===== src/rtl/ps2_key_rx.sv =====
// PS/2 keyboard receiver: synchronizes and filters the PS/2 lines, frames bytes, and decodes
// E0/F0/E1 prefixes into an 11-bit key event. Define PS2_PARITY_CHECK_EN to enforce odd parity.
module ps2_key_rx #(
  parameter int FILTER_LEN     = 8,
  parameter int TIMEOUT_CYCLES = 49152
) (
  input  logic        clk_49m,
  input  logic        reset,
  input  logic        ps2_clk_in,
  input  logic        ps2_data_in,
  output logic [10:0] ps2_key,
  output logic        frame_err
);

  localparam int FW = $clog2(FILTER_LEN + 1);
  localparam int TW = $clog2(TIMEOUT_CYCLES + 1);

  typedef enum logic [1:0] {IDLE, DATA, PARITY, STOP} state_t;

  state_t        state, next_state;
  logic          clk_s1, clk_s2, dat_s1, dat_s2;
  logic          clk_filt, dat_filt, clk_filt_d;
  logic [FW-1:0] clk_fcnt, dat_fcnt;
  logic          fall;
  logic [2:0]    bit_cnt;
  logic [7:0]    shift;
  logic          par_good;
  logic [TW-1:0] tmo_cnt;
  logic          byte_stb, stb_next, err_next;
  logic          ext_flag, brk_flag;
  logic [2:0]    skip_cnt;

  always_ff @(posedge clk_49m or negedge reset) begin
    if (!reset) begin
      clk_s1 <= 1'b1;
      clk_s2 <= 1'b1;
      dat_s1 <= 1'b1;
      dat_s2 <= 1'b1;
    end else begin
      clk_s1 <= ps2_clk_in;
      clk_s2 <= clk_s1;
      dat_s1 <= ps2_data_in;
      dat_s2 <= dat_s1;
    end
  end

  // Each filter flips only on the FILTER_LEN-th consecutive sample that disagrees with it.
  always_ff @(posedge clk_49m or negedge reset) begin
    if (!reset) begin
      clk_filt <= 1'b1;
      clk_fcnt <= '0;
    end else if (clk_s2 == clk_filt) begin
      clk_fcnt <= '0;
    end else if (clk_fcnt == FW'(FILTER_LEN - 1)) begin
      clk_filt <= clk_s2;
      clk_fcnt <= '0;
    end else begin
      clk_fcnt <= clk_fcnt + FW'(1);
    end
  end

  always_ff @(posedge clk_49m or negedge reset) begin
    if (!reset) begin
      dat_filt <= 1'b1;
      dat_fcnt <= '0;
    end else if (dat_s2 == dat_filt) begin
      dat_fcnt <= '0;
    end else if (dat_fcnt == FW'(FILTER_LEN - 1)) begin
      dat_filt <= dat_s2;
      dat_fcnt <= '0;
    end else begin
      dat_fcnt <= dat_fcnt + FW'(1);
    end
  end

  assign fall = clk_filt_d & ~clk_filt;

  always_comb begin
    next_state = state;
    stb_next   = 1'b0;
    err_next   = 1'b0;
    case (state)
      IDLE:    if (fall && !dat_filt) next_state = DATA;
      DATA:    if (fall && bit_cnt == 3'd7) next_state = PARITY;
      PARITY:  if (fall) next_state = STOP;
      STOP: begin
        if (fall) begin
          next_state = IDLE;
          if (dat_filt && par_good) stb_next = 1'b1;
          else err_next = 1'b1;
        end
      end
      default: next_state = IDLE;
    endcase
    // A stalled frame is abandoned; an edge arriving in the same cycle still wins.
    if (state != IDLE && !fall && tmo_cnt == TW'(TIMEOUT_CYCLES)) begin
      next_state = IDLE;
      stb_next   = 1'b0;
      err_next   = 1'b1;
    end
  end

  always_ff @(posedge clk_49m or negedge reset) begin
    if (!reset) begin
      state      <= IDLE;
      clk_filt_d <= 1'b1;
      bit_cnt    <= '0;
      shift      <= '0;
      par_good   <= 1'b0;
      tmo_cnt    <= '0;
      byte_stb   <= 1'b0;
      frame_err  <= 1'b0;
    end else begin
      state      <= next_state;
      clk_filt_d <= clk_filt;
      byte_stb   <= stb_next;
      frame_err  <= err_next;
      if (fall || state == IDLE) tmo_cnt <= '0;
      else if (tmo_cnt != TW'(TIMEOUT_CYCLES)) tmo_cnt <= tmo_cnt + TW'(1);
      if (fall) begin
        case (state)
          IDLE: bit_cnt <= '0;
          DATA: begin
            shift   <= {dat_filt, shift[7:1]};
            bit_cnt <= bit_cnt + 3'd1;
          end
`ifdef PS2_PARITY_CHECK_EN
          PARITY: par_good <= ^{shift, dat_filt};
`else
          PARITY: par_good <= 1'b1;
`endif
          default: ;
        endcase
      end
    end
  end

  // The shift register still holds the finished byte while byte_stb is high.
  always_ff @(posedge clk_49m or negedge reset) begin
    if (!reset) begin
      ps2_key  <= '0;
      ext_flag <= 1'b0;
      brk_flag <= 1'b0;
      skip_cnt <= '0;
    end else if (byte_stb) begin
      if (skip_cnt != 3'd0) begin
        skip_cnt <= skip_cnt - 3'd1;
      end else begin
        case (shift)
          8'hE0: ext_flag <= 1'b1;
          8'hF0: brk_flag <= 1'b1;
          8'hE1: skip_cnt <= 3'd7;
          8'hAA, 8'hFA, 8'hFE, 8'hEE, 8'h00, 8'hFF: begin
            ext_flag <= 1'b0;
            brk_flag <= 1'b0;
          end
          default: begin
            ps2_key  <= {~ps2_key[10], ~brk_flag, ext_flag, shift};
            ext_flag <= 1'b0;
            brk_flag <= 1'b0;
          end
        endcase
      end
    end
  end

endmodule


===== config.mk =====
export PLATFORM = sky130hd
export DESIGN_NAME = ps2_key_rx
export DESIGN_NICKNAME = d
export VERILOG_FILES = /design/src/rtl/ps2_key_rx.sv
export SDC_FILE = /design/constraint.sdc
export NUM_CORES = 1
export LEC_CHECK = 0
export CORE_UTILIZATION = 59
export DETAILED_ROUTE_END_ITERATION = 16
export GPL_TIMING_DRIVEN = 0
export PLACE_DENSITY = 0.79
export SLEW_MARGIN = 20
export SYNTH_ARGS = -nofsm -noshare
export SYNTH_HDL_FRONTEND = slang
export SYNTH_SLANG_ARGS = --single-unit

===== constraint.sdc =====
create_clock -name clk_49m -period 2.3 [get_ports clk_49m]
set_clock_uncertainty 0.05 [all_clocks]
set_input_delay 0.46 -clock clk_49m [delete_from_list [all_inputs] [get_ports clk_49m]]
set_output_delay 0.46 -clock clk_49m [all_outputs]
set_load 0.03 [all_outputs]

Word level (Yosys, flattened, before mapping)
Index checks and enable logic that the tools add are counted.

$add $sub $neg: 5. Equality and inequality tests: 22. Muxes and demuxes: 25. Bitwise operators: 10. Reduce and logical (&&, ||, !) cells: 28.

Operators with widths (count): equality test 8 bit, second input constant (8); two-way mux 16 bit (2); adder 16 x 1 -> 16 bit, second input constant (1); equality test 16 bit, second input constant (1); two-way mux 4 bit (4); != test 16 bit, second input constant (1); != test 3 bit, second input constant (4); AND reduction 2 bit (6); two-way mux 2 bit (5); NOT 1 bit (9); AND reduction 3 bit (3); OR reduction 9 bit (1); adder 4 x 1 -> 4 bit, second input constant (2); equality test 4 x 3 -> 1 bit, second input constant (2); logical NOT 8 bit (1); two-way mux 1 bit (8); one-hot mux 2 bit (4 select lines) (1); nonzero test 2 bit (4); two-way mux 3 bit (2); one-hot mux 3 bit (2 select lines) (1); logical AND 1 bit (5); equality test 2 bit, second input constant (2); one-hot mux 1 bit (2 select lines) (2); AND reduction 4 bit (1); 11 further kinds (14).

Bits in registers: 63. Output and inout bits: 12.

Logic depth before layout (Yosys ltp)
Gate-level depths: netlist of the first run.

Word-level depth: 7. Mapped depth: 7. Gate-level depth less buffers: 7.

Least setup slack after synthesis of the first run
OpenSTA, ideal clock, no wires.

Path kind: register to register. From: register shift[4]. To: register ps2_key[1]. Arrival: 1.767 ns. Data required time: 2.125 ns. Slack: 0.357 ns. Cell stages (with the launch flop): 8. Buffers on the path: 2. Period minus slack after synthesis: 1.943 ns. Cell sequence: dfrtp_1 -> buf_6 -> or4_1 -> a21oi_1 -> o21ai_1 -> o211ai_2 -> buf_8 -> mux2_4.

Cells in the longest elaborated chain, start to end: 4.

Ends and longest elaborated chain: from (decl) (RTL line 26) `logic [7:0] shift;`; from (signal assigned) (RTL line 124) `shift <= {dat_filt, shift[7:1]};`; equality test 8 bit / logical NOT 8 bit (equally long branches) (RTL line 149) `case (shift)`; OR reduction 9 bit (no source line) *; NOT 1 bit (no source line) *; AND reduction 3 bit (no source line) *; to (signal assigned) (RTL line 158) `ps2_key <= {~ps2_key[10], ~brk_flag, ext_flag, shift};`; to (decl) (RTL line 11) `output logic [10:0] ps2_key,`.

Mark *: on every way between the ends. The rest lies on a longest branch, timed or not. A chain may end at the register's enable or synchronous reset.

Worst setup path after layout of the first run
From: register shift[4]. To: register ps2_key[7].

The elaborated chain is that of the path after synthesis.

==> results.tsv, run 1 <==
metric	value	unit
port_buffers	15	
netlist_area	2902	um2
vdd_ir_drop_max	0.4861	mV
wirelength	4563	um
min_period	2.062	ns
viasPerCell	5.384	
drive_gt1_share	14.63	%
synth_seq_cells	63	
ff2ff_setup_slack	0.24	ns
synth_enable_flop_cells	0	
area_growth	14.62	%
slew_headroom	70.97	%
finalNetCount	299	
reg2reg_to	ps2_key[7]	
syn_nets	271	
fp.coreArea	4723	um2
critPathLaunchType	register	
clockBufferDepth	2	
clkTransAtPathRegs	0.07	ns
min_path_cells	0	
cts-resized-gates	0	
postSynthAreaPerCell	11.42	um2
antenna_left	0	
end_kind	register	
final_core_util	70.41	%
min_to	dat_s2	
dieWidth	72.13	um
clock_latency	0.34	ns
ys_seq_area_share	54.64	%
maxCapViolCount	0	
min_period_over_period	89.67	%
place_congestion	0.7534	
rsz0062_at_grt	no	
grt_pass1_wl	7859	um
htreeDepth	3	
r2r_cells	7	
worstHoldStart	dat_s1	
critical_path_class	register to register	
synth_top_cell_by_area	dfrtp_1	
clock-root-buffer	clkbuf_8	
cp.required	2.48	ns
crit_arrival	2.24	ns
overflow	0	
drv_slew	0	
p_per_area	854.6	nW/um2
post-cts-setup-buffer-count	0	
track_usage	20.05	%
diodes	0	
final.setup.tns	0	ns
fillers	359	
p_leak	1.567	nW
rows	25	
grt_max_degree	39	
worstReg2RegStart	shift[4]	
synth_top_cell_area_share	48.30	%
syn_inst	254	
drc	0	
drt_iter0_markers	123	
ys_warn_count	0	
tightest_slew	0.4355	ns
synthTopCellsByArea	dfrtp_1 (48%), dfstp_2 (6.3%), ha_1 (5.6%)	
synth_top_cells_by_count	dfrtp_1 (56), nor2_1 (27), nand2_1 (17)	
path_max_fanout	10	
drtPass1Iterations	4	
total_power	0.002842	W
fmax	484.9	MHz
grt_pass1_vias	1800	
synth_ff_type	dfrtp_1	
hold_viol	0	
hpwl	3192	um
start_util	61.43	%
hold_buffers	1	
cts_buffers	9	
io_pins	16	
worst_hold_path_type	register to register	
clock_sinks	63	
fp.dieH	72.13	um
cts_tree	yes	
antenna_found_initial	0	
finalSetupViolations	0	
dr_total_vias	1906	
place_inst	337	
wl_per_cell	12.89	um
synth.most_common_cell	dfrtp_1	
ys_async_sr_fraction	100.0	%
final_cells	354	
outcome	finished, final reports clean	
ys_types	43	
dieArea	5202	um2
## layout by cell type (no fill, tap or decap), types with 2 or more instances in the layout
master           count
a21oi_1             11
a22o_1               2
a32o_1               3
and2_1               3
and3_1               2
and4_1               2
clkbuf_1             8
clkbuf_8            10
clkdlybuf4s50_1     14
clkinv_2             2
dfrtp_1             56
dfstp_2              7
ha_1                13
inv_1               11
mux2_2               9
mux2_4               7
mux2i_1              2
nand2_1             17
nand2b_1             3
nand3_1              6
nand3b_1             3
nand4_1              7
nor2_1              27
nor2b_1              4
nor3_1               5
nor4b_1              3
o21ai_0             10
o21ai_1              3
or3_1                2
xnor2_1              7
xor2_1              10
## how the worst max path moves through the flow
stage	depth (start not counted)	endpoint	start
6_report	7	ps2_key[7]	shift[4]
5_1_grt	7	ps2_key[7]	shift[4]
4_1_cts	7	ps2_key[7]	shift[4]
3_5_place_dp	7	ps2_key[7]	shift[4]
3_3_place_gp	1	clk_fcnt[3]	reset
2_1_floorplan	7	ps2_key[1]	shift[4]
## worst max-delay path, cell delays in order (launching register included)
cell and delay [ns]:
dfrtp_1 0.37, buf_6 0.13, or4_1 0.49, a21oi_1 0.16, o21ai_1 0.10, o211ai_2 0.13
buf_8 0.19, mux2_4 0.31
## cells by family after synthesis
| logic type | synth area share, % |
|---|---|
| AND/OR/NAND/NOR | 15.70 |
| adder cells (fa/ha/maj) | 5.606 |
| multiplexers | 8.193 |
| buffers and inverters | 2.846 |
| AO/OA/AOI/OAI | 7.892 |
| flip-flops | 54.64 |
| XOR/XNOR | 5.131 |
## state kept, by name (all words and copies together), names as in the netlist
signal	count
dat_s2	1
dat_fcnt	4
dat_s1	1
par_good	1
clk_filt	1
clk_s1	1
frame_err	1
ps2_key	11
clk_s2	1
skip_cnt	3
state	2
shift	8
tmo_cnt	16
byte_stb	1
bit_cnt	3
brk_flag	1
clk_fcnt	4
dat_filt	1
clk_filt_d	1
ext_flag	1
## report_power, final
part	internal, W	leakage, nW	switching, W	total [W]
sequential	0.00127	0.842	0.000135	0.00141
clock	0.000418	0.0844	0.000393	0.000811
combinational	0.000281	0.640	0.000342	0.000623
total	0.00197	1.57	0.000871	0.00284
## area by class of cell
cell class | instances | area, um2 | area share, %
Buffer | 6 | 41.29 | 1.242
Clock buffer | 14 | 152.6 | 4.590
Clock inverter | 2 | 10.01 | 0.3010
Inverter | 11 | 41.29 | 1.242
Multi-Input combinational cell | 174 | 1234 | 37.10
Sequential cell | 63 | 1585 | 47.67
Tap cell | 67 | 83.83 | 2.521
Timing Repair Buffer | 17 | 177.7 | 5.342
## metal layers
metal	up-vias	GRT usage, %	part of all wire [%]
met5	-	0	0
met3	12	6.250	2.7
li1	937	-	-
met1	930	24.93	47
met4	0	9.804	2.5
met2	27	31.88	47
## metrics by stage
step,worst slack (ns),hold WS (ns),area [um2]
3_5_place_dp,0.2517,0.2991,3153
6_report,0.2377,0.3067,3326
5_1_grt,0.1421,0.3101,3326
2_1_floorplan,0.3574,0.1144,2902
3_3_place_gp,-1.245,0.2961,3136
4_1_cts,0.2343,0.3078,3326
Note: power is estimated with default switching activity, not from simulation.
==> inputs of run 2 (changes only) <==
Settings changed: CORE_UTILIZATION 59 to 55, PLACE_DENSITY 0.79 to 0.74.
==> run 2 against run 1 <==
Net effect: via count increased by 2.0%; count of clock-buffer cells in the layout is 1 lower; final cell count increased by 0.85%; critical path type unchanged.
==> results.tsv, run 2 (same netlist as run 1, synthesis figures left out) <==
metric	value	unit
end_kind	register	
p_seq_share	46.8	%
met2_length	2276	um
vdd_ir_drop_max	0.6812	mV
critical_path_class	register to register	
rows	26	
hpwl	3214	um
clock-root-buffer	clkbuf_8	
crit_arrival	2.21	ns
path_max_fanout	10	
tightest_slew	0.4317	ns
outcome	finished, final reports clean	
finalNetCount	299	
cts_buffers	9	
clockBufferDepth	2	
worst_hold_path_type	register to register	
critPathLaunchType	register	
diodes	0	
dieArea	5570	um2
drv_slew	0	
port_buffers	15	
slew_headroom	71.22	%
area_growth	16.34	%
wl_per_cell	13.27	um
hold_viol	0	
regMostFlops	tmo_cnt	
p_leak	1.585	nW
cp.required	2.46	ns
grt_max_degree	48	
p_int	0.002114	W
clock_sinks	63	
wirelength	4737	um
antenna_left	0	
dp_slack	0.2713	ns
drc	0	
reg2reg_to	ps2_key[8]	
fp.dieH	74.63	um
largestRegisters	tmo_cnt x16, ps2_key x11, shift x8	
clkTransAtPathRegs	0.07	ns
worstReg2RegStart	shift[4]	
place_congestion	0.7331	
min_period	2.051	ns
min_path_cells	0	
drt_iter0_markers	114	
finalSetupViolations	0	
largest_reg_flops	16	
grt_pass1_vias	1820	
antenna_found_initial	0	
maxCapViolCount	0	
wl_met3	127	um
p_per_area	892.6	nW/um2
fp.coreArea	5107	um2
combPwrFrac	21.0	%
dieWidth	74.63	um
htreeDepth	3	
start_util	56.81	%
viasPerCell	5.448	
ff2ff_setup_slack	0.25	ns
layout_setup_ws	0.2486	ns
grt_pass1_wl	8031	um
dr_total_vias	1945	
io_pins	16	
min_period_over_period	89.19	%
fmax	487.5	MHz
cts_tree	yes	
layout_commonest_cell	dfrtp_1	
final_cell_mix	dfrtp_1 (56), nor2_1 (27), nand2_1 (17)	
top_layer	met4	
overflow	0	
wl_met1	2266	um
clock_latency	0.33	ns
drtPass1Iterations	4	
min_to	dat_s2	
p_sw	0.0008989	W
hold_slack	0.3086	ns
rsz0062_at_grt	no	
cts-resized-gates	0	
clockPowerShare	32.2	%
worstHoldStart	dat_s1	
drive_gt1_share	15.33	%
final_core_util	66.10	%
track_usage	19.28	%
r2r_cells	7	
p_sw_share	29.83	%
run 2: power by group through the flow:
stage / Combinational (W) / Sequential [W] / Clock [W]
finish: 0.000634 / 0.00141 / 0.000970
detailed placement: 0.000644 / 0.00142 / 0
global route: 0.000735 / 0.00143 / 0.00104
floorplan: 0.000488 / 0.00139 / 0
global placement: 0.000613 / 0.00142 / 0
CTS: 0.000646 / 0.00141 / 0.000988
run 2: area by class of cell:
cell class / instances / area, um2
Clock inverter: 3 / 42.54
Multi-Input combinational cell: 174 / 1234
Buffer: 6 / 41.29
Timing Repair Buffer: 17 / 185.2
Fill cell: 406 / 1732
Inverter: 11 / 41.29
Tap cell: 70 / 87.58
Clock buffer: 13 / 158.9
Sequential cell: 63 / 1585
run 2: critical path, cell delays in order, from the launching register on:
cell and delay, ns:
dfrtp_1 0.38, buf_6 0.13, or4_1 0.49, a21oi_1 0.15
o21ai_1 0.10, o211ai_2 0.13, buf_8 0.19, mux2_4 0.30
run 2: how the worst max path moves through the flow:
stage                   from           to  slack [ns]  depth (start not counted)
global placement       reset  clk_fcnt[3]       -1.28                          1
finish              shift[4]   ps2_key[8]        0.25                          7
global route        shift[4]   ps2_key[8]        0.19                          7
detailed placement  shift[4]   ps2_key[8]        0.27                          7
floorplan           shift[4]   ps2_key[1]        0.36                          7
CTS                 shift[4]   ps2_key[8]        0.25                          7
run 2: layer usage:
metal,vias up,global-route usage (%)
met4,0,8.595
met2,29,31.53
met3,6,5.622
met5,-,0
li1,948,-
met1,962,23.83
run 2: metrics by stage:
step	power, W	std cells	setup TNS, ns	area, um2
floorplan	0.001881	254	0	2902
global placement	0.002032	339	-75.38	3139
detailed placement	0.002069	340	0	3164
CTS	0.003043	357	0	3376
global route	0.003209	357	0	3376
finish	0.003013	357	0	3376
run 2: repair_timing:
| item | CTS | global route |
|---|---|---|
| hold endpoints to repair | 16 | 0 |
| hold buffers | 1 | 0 |
| buffers inserted | 0 | 0 |
